$ cat src/rtl/seg7_pkg.sv
// Shared constants for the four-digit seven-segment scanner: segment patterns,
// digit-slot encodings and small helpers used by the decoder and the scanner.
package seg7_pkg;

    localparam int BCD_W      = 4;
    localparam int SEG_W      = 7;
    localparam int NUM_DIGITS = 4;

    // Active-low patterns, bit order {g,f,e,d,c,b,a}
    localparam logic [SEG_W-1:0] SEG_0     = 7'h40;
    localparam logic [SEG_W-1:0] SEG_1     = 7'h79;
    localparam logic [SEG_W-1:0] SEG_2     = 7'h24;
    localparam logic [SEG_W-1:0] SEG_3     = 7'h30;
    localparam logic [SEG_W-1:0] SEG_4     = 7'h19;
    localparam logic [SEG_W-1:0] SEG_5     = 7'h12;
    localparam logic [SEG_W-1:0] SEG_6     = 7'h02;
    localparam logic [SEG_W-1:0] SEG_7     = 7'h78;
    localparam logic [SEG_W-1:0] SEG_8     = 7'h00;
    localparam logic [SEG_W-1:0] SEG_9     = 7'h10;
    localparam logic [SEG_W-1:0] SEG_BLANK = 7'h7F;

    localparam logic [NUM_DIGITS-1:0] AN_OFF = 4'b1111;

    typedef enum logic [1:0] {
        IDX_ONES      = 2'd0,
        IDX_TENS      = 2'd1,
        IDX_HUNDREDS  = 2'd2,
        IDX_THOUSANDS = 2'd3
    } digit_idx_e;

    function automatic digit_idx_e next_idx(input digit_idx_e idx);
        case (idx)
            IDX_ONES:      next_idx = IDX_TENS;
            IDX_TENS:      next_idx = IDX_HUNDREDS;
            IDX_HUNDREDS:  next_idx = IDX_THOUSANDS;
            default:       next_idx = IDX_ONES;
        endcase
    endfunction

    function automatic logic [NUM_DIGITS-1:0] an_for_idx(input digit_idx_e idx);
        case (idx)
            IDX_ONES:      an_for_idx = 4'b1110;
            IDX_TENS:      an_for_idx = 4'b1101;
            IDX_HUNDREDS:  an_for_idx = 4'b1011;
            default:       an_for_idx = 4'b0111;
        endcase
    endfunction

endpackage

$ cat src/rtl/seg7_decode.sv
// Combinational BCD to active-low seven-segment decoder; non-BCD codes go dark.
module seg7_decode
    import seg7_pkg::*;
(
    input  logic [BCD_W-1:0] bcd_i,
    output logic [SEG_W-1:0] seg_o
);

    always_comb begin
        seg_o = SEG_BLANK;
        case (bcd_i)
            4'd0:    seg_o = SEG_0;
            4'd1:    seg_o = SEG_1;
            4'd2:    seg_o = SEG_2;
            4'd3:    seg_o = SEG_3;
            4'd4:    seg_o = SEG_4;
            4'd5:    seg_o = SEG_5;
            4'd6:    seg_o = SEG_6;
            4'd7:    seg_o = SEG_7;
            4'd8:    seg_o = SEG_8;
            4'd9:    seg_o = SEG_9;
            default: seg_o = SEG_BLANK;
        endcase
    end

endmodule

$ cat src/rtl/seg7_scan.sv
// Four-digit multiplexed seven-segment driver: holds a loaded BCD value and
// scans one digit per REFRESH_DIV cycles with optional leading-zero blanking.
module seg7_scan
    import seg7_pkg::*;
#(
    parameter int REFRESH_DIV = 100000  // cycles per digit slot, minimum 2
) (
    input  logic                  clk,
    input  logic                  rst,
    input  logic                  load,
    input  logic [BCD_W-1:0]      ones,
    input  logic [BCD_W-1:0]      tens,
    input  logic [BCD_W-1:0]      hundreds,
    input  logic [BCD_W-1:0]      thousands,
    input  logic                  blank_lz,
    output logic [SEG_W-1:0]      seg,
    output logic                  dp,
    output logic [NUM_DIGITS-1:0] an
);

    localparam int               CNT_W    = (REFRESH_DIV > 1) ? $clog2(REFRESH_DIV) : 1;
    localparam logic [CNT_W-1:0] CNT_LAST = CNT_W'(REFRESH_DIV - 1);

    logic [CNT_W-1:0]      cnt_q, cnt_d;
    logic                  tick;
    digit_idx_e            idx_q, idx_d;

    logic [BCD_W-1:0]      ones_q, ones_d;
    logic [BCD_W-1:0]      tens_q, tens_d;
    logic [BCD_W-1:0]      hund_q, hund_d;
    logic [BCD_W-1:0]      thou_q, thou_d;

    logic                  blank_thou, blank_hund, blank_tens;
    logic                  blank_sel;
    logic [BCD_W-1:0]      digit_sel;
    logic [SEG_W-1:0]      dec_seg;
    logic [SEG_W-1:0]      seg_q, seg_d;
    logic [NUM_DIGITS-1:0] an_q, an_d;

    assign tick = (cnt_q == CNT_LAST);

    always_comb begin
        cnt_d  = tick ? '0 : cnt_q + 1'b1;
        idx_d  = tick ? next_idx(idx_q) : idx_q;

        ones_d = load ? ones      : ones_q;
        tens_d = load ? tens      : tens_q;
        hund_d = load ? hundreds  : hund_q;
        thou_d = load ? thousands : thou_q;
    end

    // The output register is fed from next-state values so a load or tick
    // taking effect at an edge is visible on seg/an from that same edge.
    always_comb begin
        blank_thou = blank_lz && (thou_d == '0);
        blank_hund = blank_thou && (hund_d == '0);
        blank_tens = blank_hund && (tens_d == '0);

        digit_sel = ones_d;
        blank_sel = 1'b0;
        case (idx_d)
            IDX_ONES: begin
                digit_sel = ones_d;
                blank_sel = 1'b0;
            end
            IDX_TENS: begin
                digit_sel = tens_d;
                blank_sel = blank_tens;
            end
            IDX_HUNDREDS: begin
                digit_sel = hund_d;
                blank_sel = blank_hund;
            end
            default: begin
                digit_sel = thou_d;
                blank_sel = blank_thou;
            end
        endcase
    end

    seg7_decode u_decode (
        .bcd_i (digit_sel),
        .seg_o (dec_seg)
    );

    always_comb begin
        seg_d = blank_sel ? SEG_BLANK : dec_seg;
        an_d  = blank_sel ? AN_OFF    : an_for_idx(idx_d);
    end

    always_ff @(posedge clk or posedge rst) begin
        if (rst) begin
            cnt_q  <= '0;
            idx_q  <= IDX_ONES;
            ones_q <= '0;
            tens_q <= '0;
            hund_q <= '0;
            thou_q <= '0;
            seg_q  <= SEG_BLANK;
            an_q   <= AN_OFF;
        end else begin
            cnt_q  <= cnt_d;
            idx_q  <= idx_d;
            ones_q <= ones_d;
            tens_q <= tens_d;
            hund_q <= hund_d;
            thou_q <= thou_d;
            seg_q  <= seg_d;
            an_q   <= an_d;
        end
    end

    assign seg = seg_q;
    assign an  = an_q;
    assign dp  = 1'b1;

endmodule

$ cat config.mk
export PLATFORM = sky130hd
export DESIGN_NAME = seg7_scan
export DESIGN_NICKNAME = d
export VERILOG_FILES = /design/src/rtl/seg7_pkg.sv /design/src/rtl/seg7_decode.sv /design/src/rtl/seg7_scan.sv
export SDC_FILE = /design/constraint.sdc
export NUM_CORES = 1
export LEC_CHECK = 0
export ABC_AREA = 1
export BUFFER_PORTS_ARGS = -buffer_cell sky130_fd_sc_hd__buf_4
export CAP_MARGIN = 20
export CORE_ASPECT_RATIO = 2
export CORE_MARGIN = 2
export CORE_UTILIZATION = 50
export CTS_CLUSTER_SIZE = 8
export DETAILED_ROUTE_END_ITERATION = 8
export GPL_TIMING_DRIVEN = 0
export PLACE_DENSITY = 0.7
export SYNTH_ARGS = -nofsm -noshare
export SYNTH_HDL_FRONTEND = slang
export SYNTH_SLANG_ARGS = --single-unit
export TNS_END_PERCENT = 20
$ cat constraint.sdc
create_clock -name clk -period 2.45 [get_ports clk]
set_clock_uncertainty 0.1 [all_clocks]
set_input_delay 0.245 -clock clk [delete_from_list [all_inputs] [get_ports clk]]
set_output_delay 0.245 -clock clk [all_outputs]
set_load 0.02 [all_outputs]
==> run_results.csv <==
group,metric,value,unit
hold_path,min_path_cells,3,
layout,stdcell_area,0.00324,mm²
die,die_h,106,µm
synth,mappedNetlistArea,0.00258,mm²
critical_path,r2r_cells,17,
pwr,power_frac_clock,30.7,%
clock_tree,htreeDepth,2,
clock_tree,cts_root_buf,"clkbuf_8",
critical_path,startpoint_type,"flip-flop",
critical_path,critPathArrivalTime,2460,ps
synth,synth.avg_cell_area,8.74,µm²
die,num_rows,37,
timing,hold_viol_final,0,
global_routing,grt_util_all_layers,19.8,%
hold_path,hp-class,"input pin to flip-flop",
route,wire_per_inst,13.2,µm
timing,slew_violations,0,
layout,layout-drive-gt1-share,41.7,%
pwr,pwr-share-comb,15.6,%
timing,fin_crit,2340,ps
critical_path,r2r_setup_slack,110,ps
run,drv_cap,0,
die,ioPinCount,32,
clock_tree,cts_buffer_depth,2,
timing,setup_viol,0,
die,core,0.00505,mm²
global_routing,antenna_found_initial,0,
global_routing,grt_pass1_vias,2010,
run_status,status,"finished, final reports clean",
route,ant_nets,0,
timing,timing.fmax,0.427,GHz
synth,yosysWarnings,0,
layout,utilization,64.1,%
global_routing,grt_max_degree,36,
critical_path,critical_path_class,"flip-flop to flip-flop",
synth,synth_area_leaders,"dfrtp_1 (34%), dfstp_2 (11%), nand2_1 (7.4%)",
timing,rsz0062_at_grt,"true",
synth,async_flop_share,100,%
route,vias,2119,
synth,synth.most_common_cell,"nand2_1",
critical_path,r2r_end,"seg[5]",
synth,synth.distinct_cells,39,
die,initial_core_util,51.1,%
layout,diodes,0,
critical_path,slowest_stage,"dfrtp_1",
synth,ys_seq_area_share,45.2,%
synth,synth_edf_count,0,
pwr,vdd_drop_max,529,µV
critical_path,crit_buf_inv,2,
place,port_buffers,30,
place,placed_cell_area,0.00290,mm²
timing,holdWs,87.3,ps
pwr,power.net_switching,0.397,mW
clock_tree,clkSinkCount,46,
clock_tree,cts_tree,"yes",
global_routing,met2_usage,32.3,%
timing,period_share,95.5,%
critical_path,cp_cell_sequence,"ha_4 -> nand2_2 -> nor2_4 -> nand3_2 -> nor2_4 -> nand3_2 -> nand2_4 -> nor2_4 -> nand2_2 -> nand3_4 -> nor2_4 -> inv_1 -> ha_1 -> inv_1 -> nand3_2 -> nand3_1 -> nand3_1",
hold_path,holdPathEnd,"ones_q[3]",
critical_path,path_common_cell,"nor2_4",
clock_tree,numCtsBuffers,5,
critical_path,end_kind,"flip-flop",
critical_path,slowest_delay,400,ps
pwr,switching_share,25.8,%
critical_path,crit_required,2570,ps
layout,num-fill-cells,404,
die,fp.dieW,54.8,µm
layout,syn_to_final_growth,25.5,%
synth,synth-main-ff-cell,"dfrtp_1",
pwr,p_per_area,475,mW/mm²
global_routing,grt_util_met3,3.40,%
route,drcViolationCount,0,
clock_tree,path_clk_slew,80,ps
synth,synth_top_area_cell,"dfrtp_1",
pwr,p_seq_share,53.7,%
hold_path,min_from,"ones[3]",
global_routing,grt.busiest_layer,"met2",
global_routing,grt-ovfl-total,0,
place,routabilityCongestion,0.851,
pwr,p_leak,1.63,nW
synth,syn_inst,295,
global_routing,grt_use_met1,25.6,%
synth,syn_nets,323,
route,wl,5.37,mm
layout,fin_nets,377,
route,via_per_inst,5.19,
place,hpwl,3.84,mm
synth,synth-seq-cells,46,
critical_path,critical-path-top-delay-family,"simple AND/OR/NAND/NOR gates",
pwr,intPower,1.14,mW
route,detailedRoute.firstPassIterationCount,4,
synth,synth_top_area_share,34.0,%
critical_path,timing.rr.start,"cnt_q[1]",
clock_tree,clkLatencyLatePin,300,ps
critical_path,worst-path-stages,17,
die,dieArea,0.00578,mm²
route,drtIter0Drc,70,
global_routing,grt_pass1_wl,8.61,mm
synth,synth_common_cells,"nand2_1 (51), inv_1 (39), dfrtp_1 (35), nand3_1 (32), nor2_1 (15)",
critical_path,crit_fanout,4,
==> cell usage in the layout, fill, tap and decap left out, types with 2 or more instances in the layout <==
cell type	Yosys	layout
a21oi_1	4	4
buf_2	2	2
buf_4	1	46
clkbuf_8	0	6
dfrtp_1	35	30
dfrtp_2	0	5
dfstp_2	11	11
ha_1	8	7
inv_1	39	33
inv_2	8	14
nand2_1	51	45
nand2_2	7	12
nand2_4	9	10
nand3_1	32	26
nand3_2	4	8
nand3_4	2	4
nand4_1	4	4
nor2_1	15	13
nor2_2	9	4
nor2_4	2	9
nor2_8	2	2
nor3_1	5	5
o21a_1	2	2
o21ai_0	12	12
o21ai_1	4	4
or2_1	5	5
or2_2	5	4
xor2_1	4	4
==> worst min-delay path, stage by stage <==
cell	delay, ps
buf_4	80
nand2_1	40
nand2_1	80
==> worst max-delay path by stage <==
stage	from	to	slack, ps
detailed placement	cnt_q[0]	seg[5]	-80
finish	cnt_q[1]	seg[5]	110
global placement	cnt_q[0]	seg[5]	-30
global route	cnt_q[14]	seg[0]	-30
floorplan	cnt_q[0]	seg[5]	210
CTS	cnt_q[1]	seg[0]	20
==> metal layers <==
layer	routed length (µm)	part of all wire, %
met3	276	5.1
met2	2780	52
met4	102	1.9
met5	0	0
met1	2220	41
==> area by class of cell <==
cell class              instances  area [µm²]  area share (%)
multi-input cells             198        1340            41.3
flip-flops and latches         46        1170            36.2
repair buffers                 47         368            11.4
inverters                      48         180            5.57
clock buffers                   7        86.3            2.67
well taps                      58        72.6            2.24
plain buffers                   3        17.5           0.541
clock inverters                 1        5.00           0.155
==> power by group through the flow <==
| stage | Combinational (mW) | Clock, mW | Sequential, mW |
|---|---|---|---|
| after global placement | 0.220 | 0 | 0.838 |
| final | 0.240 | 0.472 | 0.824 |
| after CTS | 0.237 | 0.482 | 0.825 |
| after floorplan | 0.118 | 0 | 0.864 |
| after detailed placement | 0.228 | 0 | 0.839 |
| after global routing | 0.268 | 0.508 | 0.829 |
==> repair_timing <==
action / CTS / global route
gates resized for setup: 6 / 31
endpoints found under the setup margin: 4 / 7
cloned: 0 / 0
hold endpoints to repair: 11 / 0
pin swaps: 5 / 18
setup buffers: 5 / 10
hold buffers: 1 / 0
==> logic make-up (layout without fill, tap and decap cells) <==
logic type,after synthesis,count (layout),share of synthesized area (%)
other cells,1,1,0.145
mux,1,1,0.388
xor+xnor,4,4,1.36
simple gates,157,157,35.3
fa+ha+maj,8,8,3.88
flops,46,46,45.2
compound gates,27,27,6.02
buf+inv,51,106,7.67
==> stage by stage <==
stage | setup slack (ps) | TNS, ps | power (mW) | instances
finish | 110 | 0 | 1.54 | 408
global route | -31.0 | -45.7 | 1.61 | 408
CTS | 16.7 | 0 | 1.54 | 398
detailed placement | -75.4 | -179 | 1.07 | 384
global placement | -28.6 | -30.7 | 1.06 | 383
floorplan | 214 | 0 | 0.982 | 295
==> state kept, by name, indices dropped and copies added (netlist names) <==
signal  count
seg         7
idx_q       2
thou_q      4
cnt_q      17
hund_q      4
an          4
ones_q      4
tens_q      4
Note: power is estimated with default switching activity, not from simulation.
